`src/rtl/muldiv_pkg.sv`:
```
// rtl/muldiv_pkg.sv - shared types and iteration count for the multiply/divide unit
// Contents: state_t (FSM states), mul_op_t / div_op_t (2-bit op encodings),
// iter_count() returning CALC cycles for a given XLEN.
// Build option: MULDIV_RADIX4_EN halves the CALC cycle count (two steps per cycle).
package muldiv_pkg;

    typedef enum logic [1:0] {
        IDLE  = 2'b00,
        CALC  = 2'b01,
        FIXUP = 2'b10,
        DONE  = 2'b11
    } state_t;

    typedef enum logic [1:0] {
        OP_MUL    = 2'b00,
        OP_MULH   = 2'b01,
        OP_MULHSU = 2'b10,
        OP_MULHU  = 2'b11
    } mul_op_t;

    // Bit 1 selects remainder, bit 0 selects unsigned.
    typedef enum logic [1:0] {
        OP_DIV  = 2'b00,
        OP_DIVU = 2'b01,
        OP_REM  = 2'b10,
        OP_REMU = 2'b11
    } div_op_t;

    function automatic int iter_count(input int xlen);
`ifdef MULDIV_RADIX4_EN
        return xlen / 2;
`else
        return xlen;
`endif
    endfunction

endpackage

```
`src/rtl/muldiv_if.sv`:
```
// rtl/muldiv_if.sv - request/response bundle between execute stage and muldiv_unit
// master: drives start, is_div, mul_ctrl, div_ctrl, op_a, op_b, flush; reads busy, valid, result.
// slave:  the unit side (mirror directions).
interface muldiv_if #(
    parameter int XLEN = 32
);
    logic            start;
    logic            is_div;
    logic [1:0]      mul_ctrl;
    logic [1:0]      div_ctrl;
    logic [XLEN-1:0] op_a;
    logic [XLEN-1:0] op_b;
    logic            flush;
    logic            busy;
    logic            valid;
    logic [XLEN-1:0] result;

    modport master (
        output start, is_div, mul_ctrl, div_ctrl, op_a, op_b, flush,
        input  busy, valid, result
    );

    modport slave (
        input  start, is_div, mul_ctrl, div_ctrl, op_a, op_b, flush,
        output busy, valid, result
    );
endinterface

```
`src/rtl/muldiv_step.sv`:
```
// rtl/muldiv_step.sv - one combinational shift-add / restoring-subtract iteration
// Inputs:  is_div, hi (partial product high / partial remainder),
//          lo (multiplier bits / dividend-then-quotient bits), opnd (multiplicand / divisor).
// Outputs: hi_next, lo_next after one iteration.
module muldiv_step #(
    parameter int XLEN = 32
) (
    input  logic            is_div,
    input  logic [XLEN-1:0] hi,
    input  logic [XLEN-1:0] lo,
    input  logic [XLEN-1:0] opnd,
    output logic [XLEN-1:0] hi_next,
    output logic [XLEN-1:0] lo_next
);
    logic [XLEN:0] sum;
    logic [XLEN:0] shifted;

    always_comb begin
        sum     = {1'b0, hi} + {1'b0, (lo[0] ? opnd : {XLEN{1'b0}})};
        shifted = {hi, lo[XLEN-1]};
        if (is_div) begin
            // Remainder stays below the divisor, so the subtraction result fits in XLEN bits.
            if (shifted >= {1'b0, opnd}) begin
                hi_next = XLEN'(shifted - {1'b0, opnd});
                lo_next = {lo[XLEN-2:0], 1'b1};
            end else begin
                hi_next = shifted[XLEN-1:0];
                lo_next = {lo[XLEN-2:0], 1'b0};
            end
        end else begin
            // Add-then-shift right: the carry out becomes the new top bit of hi.
            hi_next = sum[XLEN:1];
            lo_next = {sum[0], lo[XLEN-1:1]};
        end
    end
endmodule

```
`src/rtl/muldiv_unit.sv`:
```
// rtl/muldiv_unit.sv - iterative RV32M/RV64M multiply/divide unit
// Ports: clk, rst (sync active-high), bus (muldiv_if.slave: start/is_div/mul_ctrl/div_ctrl/
//        op_a/op_b/flush in; busy/valid/result out).
// Build option: MULDIV_RADIX4_EN chains two step instances, halving CALC cycles.
module muldiv_unit
    import muldiv_pkg::*;
#(
    parameter int XLEN = 32
) (
    input  logic    clk,
    input  logic    rst,
    muldiv_if.slave bus
);
    localparam int N  = iter_count(XLEN);
    localparam int CW = $clog2(N);
    localparam logic [XLEN-1:0] MOST_NEG = {1'b1, {(XLEN-1){1'b0}}};

    state_t          state;
    logic [CW-1:0]   cnt;
    logic [XLEN-1:0] hi, lo, opnd, hi_n, lo_n, result_q;
    logic [1:0]      ctrl_q;
    logic            is_div_q, neg_res, neg_rem, busy_q, valid_q;

    logic [1:0]        ctrl_in;
    logic              sign_a, sign_b, a_neg, b_neg, fast;
    logic [XLEN-1:0]   mag_a, mag_b, fast_result, fixed;
    logic [2*XLEN-1:0] prod;

    // Request decode, used only on the accept edge.
    always_comb begin
        ctrl_in = bus.is_div ? bus.div_ctrl : bus.mul_ctrl;
        if (bus.is_div) begin
            sign_a = !ctrl_in[0];
            sign_b = !ctrl_in[0];
        end else begin
            sign_a = (ctrl_in != OP_MULHU);
            sign_b = (ctrl_in == OP_MUL) || (ctrl_in == OP_MULH);
        end
        a_neg = sign_a && bus.op_a[XLEN-1];
        b_neg = sign_b && bus.op_b[XLEN-1];
        mag_a = a_neg ? -bus.op_a : bus.op_a;
        mag_b = b_neg ? -bus.op_b : bus.op_b;
        fast  = bus.is_div && ((bus.op_b == '0) ||
                (sign_a && (bus.op_a == MOST_NEG) && (bus.op_b == '1)));
        if (bus.op_b == '0) fast_result = ctrl_in[1] ? bus.op_a : '1;
        else                fast_result = ctrl_in[1] ? '0 : bus.op_a;
    end

    // Sign correction applied while in FIXUP.
    always_comb begin
        prod = {hi, lo};
        if (neg_res) prod = -prod;
        if (is_div_q) fixed = ctrl_q[1] ? (neg_rem ? -hi : hi) : (neg_res ? -lo : lo);
        else          fixed = (ctrl_q == OP_MUL) ? prod[XLEN-1:0] : prod[2*XLEN-1:XLEN];
    end

`ifdef MULDIV_RADIX4_EN
    logic [XLEN-1:0] hi_mid, lo_mid;
    muldiv_step #(.XLEN(XLEN)) u_step0 (
        .is_div(is_div_q), .hi(hi), .lo(lo), .opnd(opnd), .hi_next(hi_mid), .lo_next(lo_mid)
    );
    muldiv_step #(.XLEN(XLEN)) u_step1 (
        .is_div(is_div_q), .hi(hi_mid), .lo(lo_mid), .opnd(opnd), .hi_next(hi_n), .lo_next(lo_n)
    );
`else
    muldiv_step #(.XLEN(XLEN)) u_step0 (
        .is_div(is_div_q), .hi(hi), .lo(lo), .opnd(opnd), .hi_next(hi_n), .lo_next(lo_n)
    );
`endif

    always_ff @(posedge clk) begin
        if (rst) begin
            state    <= IDLE;
            cnt      <= '0;
            hi       <= '0;
            lo       <= '0;
            opnd     <= '0;
            ctrl_q   <= '0;
            is_div_q <= 1'b0;
            neg_res  <= 1'b0;
            neg_rem  <= 1'b0;
            busy_q   <= 1'b0;
            valid_q  <= 1'b0;
            result_q <= '0;
        end else begin
            valid_q <= 1'b0;
            if (bus.flush) begin
                state  <= IDLE;
                busy_q <= 1'b0;
            end else begin
                case (state)
                    CALC: begin
                        hi <= hi_n;
                        lo <= lo_n;
                        if (cnt == '0) state <= FIXUP;
                        else           cnt   <= cnt - CW'(1);
                    end
                    FIXUP: begin
                        result_q <= fixed;
                        state    <= DONE;
                        valid_q  <= 1'b1;
                        busy_q   <= 1'b0;
                    end
                    default: begin
                        // IDLE and DONE both accept, giving back-to-back issue.
                        if (bus.start) begin
                            is_div_q <= bus.is_div;
                            ctrl_q   <= ctrl_in;
                            neg_res  <= a_neg ^ b_neg;
                            neg_rem  <= a_neg;
                            if (fast) begin
                                result_q <= fast_result;
                                state    <= DONE;
                                valid_q  <= 1'b1;
                                busy_q   <= 1'b0;
                            end else begin
                                hi     <= '0;
                                lo     <= bus.is_div ? mag_a : mag_b;
                                opnd   <= bus.is_div ? mag_b : mag_a;
                                cnt    <= CW'(N - 1);
                                state  <= CALC;
                                busy_q <= 1'b1;
                            end
                        end else begin
                            state  <= IDLE;
                            busy_q <= 1'b0;
                        end
                    end
                endcase
            end
        end
    end

    assign bus.busy   = busy_q;
    assign bus.valid  = valid_q;
    assign bus.result = result_q;
endmodule

```
`src/flat_wrapper.sv`:
```
// flat-port wrapper written by rule: the top's interface ports become plain ports
module muldiv_unit_flat import muldiv_pkg::*;
#(
    parameter int XLEN = 32
)
  (clk, rst, bus_start, bus_is_div, bus_mul_ctrl, bus_div_ctrl, bus_op_a, bus_op_b, bus_flush, bus_busy, bus_valid, bus_result);
  muldiv_if #(.XLEN(XLEN)) bus_i ();
  input  logic clk;
  input  logic rst;
  input wire logic [$bits(bus_i.start)-1:0] bus_start;
  input wire logic [$bits(bus_i.is_div)-1:0] bus_is_div;
  input wire logic [$bits(bus_i.mul_ctrl)-1:0] bus_mul_ctrl;
  input wire logic [$bits(bus_i.div_ctrl)-1:0] bus_div_ctrl;
  input wire logic [$bits(bus_i.op_a)-1:0] bus_op_a;
  input wire logic [$bits(bus_i.op_b)-1:0] bus_op_b;
  input wire logic [$bits(bus_i.flush)-1:0] bus_flush;
  output wire logic [$bits(bus_i.busy)-1:0] bus_busy;
  output wire logic [$bits(bus_i.valid)-1:0] bus_valid;
  output wire logic [$bits(bus_i.result)-1:0] bus_result;
  assign bus_i.start = bus_start;
  assign bus_i.is_div = bus_is_div;
  assign bus_i.mul_ctrl = bus_mul_ctrl;
  assign bus_i.div_ctrl = bus_div_ctrl;
  assign bus_i.op_a = bus_op_a;
  assign bus_i.op_b = bus_op_b;
  assign bus_i.flush = bus_flush;
  assign bus_busy = bus_i.busy;
  assign bus_valid = bus_i.valid;
  assign bus_result = bus_i.result;
  muldiv_unit #(.XLEN(XLEN)) u_core (.clk(clk), .rst(rst), .bus(bus_i));
endmodule
```
`config.mk`:
```
export PLATFORM = sky130hd
export DESIGN_NAME = muldiv_unit_flat
export DESIGN_NICKNAME = d
export VERILOG_FILES = /design/src/rtl/muldiv_pkg.sv /design/src/rtl/muldiv_if.sv /design/src/rtl/muldiv_step.sv /design/src/rtl/muldiv_unit.sv /design/src/flat_wrapper.sv
export SDC_FILE = /design/constraint.sdc
export NUM_CORES = 1
export LEC_CHECK = 0
export BUFFER_PORTS_ARGS = -buffer_cell sky130_fd_sc_hd__buf_2
export CAP_MARGIN = 20
export CELL_PAD_IN_SITES_DETAIL_PLACEMENT = 1
export CELL_PAD_IN_SITES_GLOBAL_PLACEMENT = 2
export CORE_ASPECT_RATIO = 0.6
export CORE_MARGIN = 1
export CORE_UTILIZATION = 36
export DETAILED_ROUTE_END_ITERATION = 10
export GPL_TIMING_DRIVEN = 0
export HOLD_SLACK_MARGIN = 0.02
export PLACE_DENSITY_LB_ADDON = 0.25
export SYNTH_ARGS = -nofsm -noshare
export SYNTH_HDL_FRONTEND = slang
export SYNTH_SLANG_ARGS = --single-unit
```
`constraint.sdc`:
```
create_clock -name clk -period 4.31 [get_ports clk]
set_input_delay 0.2155 -clock clk [delete_from_list [all_inputs] [get_ports clk]]
set_output_delay 0.2155 -clock clk [all_outputs]
set_load 0.02 [all_outputs]
```
==> results by group <==
Status
  – Status: complete, no violations

Pwr
  – Sequential power share: around 30%
  – Clk network pwr share: around a third
  – Power per Cell Area: 283.5 nW/um^2
  – Switching share of power: between 40 and 50%
  – Comb pwr share: 37.8%
  – Tot Pwr: 0.004841 W
  – Int Power: between 0.002 and 0.003 W
  – Leakage: 6.666 nW
  – Sw Pwr: 0.002153 W
  – Peak VDD IR: 0.0001854 V

Timing
  – Final Max Tran Viols: 0
  – Hold slack: between 100 and 150 ps
  – Worst clock skew: 13.83 ps
  – Least-Margin Pin Slew: about 1300 ps
  – Fin crit period: 4245 ps
  – Setup ws final: 65.32 ps
  – Hold Violations, Final: 0
  – Achievable Freq: 235.6 MHz
  – Final setup vio count: 0
  – Final Cycle Share: 98.48%
  – Rel. slew slack: between 15 and 20%

Yosys
  – Count of different cell masters after synthesis: 77
  – Area contributors post-synth: dfxtp_1 (19%), ha_1 (6.1%), xnor2_1 (5.7%), nand2_1 (5.5%), nor2_1 (5.5%)
  – Post-Syn Instances: 2,130
  – Net count after synthesis: around 2,300
  – Post-synth top flop: dfxtp_1
  – Ys async rst share: 0%
  – Yosys Warn Count: 0
  – #FFs+latches synth: between 100 and 150
  – Yosys top cell area share: 18.84%
  – Mapped Area: 15,090 sq um
  – Yosys top cell by area: dfxtp_1
  – Post-synth EDFFs: 0
  – Mean Syn Cell Area: 7.084 sq um
  – Seq/Total Area, Yosys: between 10% and 20%

Clock network
  – Total clock sinks: roughly 140
  – Root Driver: clkbuf_16
  – Clk buf depth: 2
  – Hold-fix buffers, CTS: 0
  – Worst-Skew Late Latency: about 470 ps
  – TritonCTS clock tree: yes
  – H-tree levels: 4
  – CTS Buf Count: 17
  – Clock transition at the registers of the reported paths: 80 ps

Setup path
  – CP arrival: 4550 ps
  – CP Max Fanout: 10
  – Kind of start point of the critical path: flip-flop
  – Worst-path cell chain: clkbuf_1 > or3_1 > nor4_1 > or4b_1 > o21ai_0 > xor2_1 > nor2_1 > o21ai_0 > o2111ai_1 > nor4b_1
  – FF-to-FF Start: u_core.hi[17]$_SDFFE_PP0P_
  – Reg2Reg Depth: 10
  – Worst-path cell with the longest stage delay: nor4_1
  – CP Class: reg2reg
  – Crit path required time: 4610 ps
  – CP dominant cell by count: o21ai_0
  – R2R Setup Slk: between 60 and 70 ps
  – Max incr delay on CP: 810 ps
  – Worst R2R End: u_core.bus.result[29]$_SDFFE_PP0P_
  – Crit. End Element: flip-flop

Global routing
  – Largest net degree at the start of global routing: 17
  – Initial antenna violation count: 5
  – Vias in the first global route: approximately 17,000
  – Overflow after GRT: 0
  – GRT Total Usage: 41.23%
  – First-pass GRT wire length: roughly 130,000 um

Detailed routing
  – DRT Pass-1 Iters: 6
  – DRC violations left: 0
  – DRT Wirelength: 89,560 um
  – Avg WL per Cell: ~32 um
  – Via count: around 19,000
  – Vias per cell: 6.653
  – Detail Route Antenna Nets: 0
  – Initial DRC Count: between 2,000 and 3,000

Placement
  – Final GP Congestion: 1.097
  – # port buffers: 103
  – Placed standard-cell area: roughly 16,000 sq um
  – Dpl ws: -1147 ps
  – DP HPWL: around 74,000 um

Min path
  – Hold path depth: 3
  – Hold crit path type: in2reg
  – Hold path start: bus_mul_ctrl[0]
  – Worst Hold End: u_core.ctrl_q[0]$_SDFFE_PP0P_

Floorplanning
  – Die H: roughly 160 um
  – Initial core utilization: 36.92%
  – Die Wd: between 200 and 300 um
  – Cell row count: 57
  – Die ar.: 42,760 sq um
  – Core footprint: 40,870 sq um
  – IO Count: 107

Cells and area
  – Final net count: 2,408
  – Fillers: 5,264
  – Design Area, Final: between 15,000 and 20,000 sq um
  – P&R area growth vs syn: 13.18%
  – Share of cells above drive strength 1: a little over a tenth

Flow run
  – Max-capacitance violation count: 0
[registers in the layout, summed over array words and instances (netlist names), 2 cells and up]
name,cells
u_core.bus.result,32
u_core.hi,32
u_core.lo,32
u_core.opnd,32
u_core.cnt,5
u_core.ctrl_q,2
u_core.state,2
[power by group through the flow]
| stage | Combinational, W | Clock, W | Sequential (W) |
|---|---|---|---|
| after floorplan | 0.00100 | 0 | 0.00145 |
| after global placement | 0.00166 | 0 | 0.00148 |
| after detailed placement | 0.00169 | 0 | 0.00148 |
| after CTS | 0.00170 | 0.00154 | 0.00145 |
| after global routing | 0.00189 | 0.00160 | 0.00146 |
| final | 0.00183 | 0.00156 | 0.00145 |
[worst max-delay path, delay by kind of cell (launching register included)]
kind            cells  cell delay [ps]
compound gates      3              820
xor+xnor            1              270
flops               1              360
simple gates        5             2250
buf+inv             1              380
[worst max path at each step]
stage / startpoint / end / slack [ps]
2_1_floorplan: u_core.lo[0]$_SDFFE_PP0P_ / u_core.hi[28]$_SDFFE_PP0P_ / 800
3_3_place_gp: u_core.lo[0]$_SDFFE_PP0P_ / u_core.hi[28]$_SDFFE_PP0P_ / -1150
3_5_place_dp: u_core.lo[0]$_SDFFE_PP0P_ / u_core.hi[27]$_SDFFE_PP0P_ / -1150
4_1_cts: u_core.hi[15]$_SDFFE_PP0P_ / u_core.hi[8]$_SDFFE_PP0P_ / 20
5_1_grt: u_core.lo[0]$_SDFFE_PP0P_ / u_core.hi[28]$_SDFFE_PP0P_ / -30
6_report: u_core.hi[17]$_SDFFE_PP0P_ / u_core.bus.result[29]$_SDFFE_PP0P_ / 70
[metrics by stage]
step / util [%] / std cells / setup TNS [ps]
finish: 41.79 / 2835 / 0
global route: 41.77 / 2833 / -28.05
CTS: 41.48 / 2827 / 0
detailed placement: 39.93 / 2795 / -20910
global placement: 39.90 / 2793 / -23500
floorplan: - / 2130 / 0
[what timing repair did]
action | CTS | global route
pin swaps | 2 | 2
setup endpoints to repair | 46 | 40
buffers inserted | 0 | 0
resized for setup | 20 | 20
[cells in the final DEF, fill, tap and decap left out, types with 63 or more instances in the layout]
| master | instances |
|---|---|
| clkbuf_1 | 126 |
| a211oi_1 | 63 |
| nor2_1 | 218 |
| a21oi_1 | 162 |
| dfxtp_1 | 141 |
| nand2_1 | 221 |
| buf_2 | 122 |
| o21ai_0 | 149 |
| ha_1 | 72 |
| xnor2_1 | 99 |
| inv_1 | 71 |
| xor2_1 | 82 |
[per-layer routing]
layer  up-vias  global-route usage (%)  wire (um)
met1      9491                   65.24      43240
met5         -                       0         41
li1       8091                       -          -
met3        83                   15.62      13090
met2      1190                   50.72      31830
met4         6                   6.792       1362
[logic make-up (layout without fill, tap and decap cells)]
group | count (synthesis) | in the layout | share of synthesized area, %
fa+ha+maj | 75 | 75 | 6.319
simple gates | 750 | 750 | 23.60
other cells | 0 | 2 | 0
mux | 76 | 76 | 5.324
compound gates | 675 | 675 | 29.47
flops | 142 | 142 | 18.84
buf+inv | 231 | 374 | 5.937
xor+xnor | 181 | 181 | 10.51
[area by class of cell]
type,count,area [sq um],share of cell area (%)
inverters,72,270.3,1.583
repair buffers,112,588.1,3.444
well taps,560,700.7,4.103
multi-input cells,1757,11460,67.12
flip-flops and latches,142,2846,16.67
diodes,2,5.005,0.02931
plain buffers,158,634.4,3.715
clock inverters,15,143.9,0.8426
clock buffers,17,425.4,2.491
[synthesized netlist by cell type (22+ instances only)]
cell,n
nand2_1,221
nor4_1,22
nor3_1,63
mux2i_1,42
clkbuf_1,133
a21o_1,34
nor2_1,220
mux2_2,34
xnor2_1,99
nand3_1,47
or4_1,24
inv_1,71
o211ai_1,32
o21ai_0,152
ha_1,73
or3_1,28
a211oi_1,64
xor2_1,82
nand4_1,29
dfxtp_1,142
o31ai_1,23
a21oi_1,163
Power figures use the tool's default switching activity.
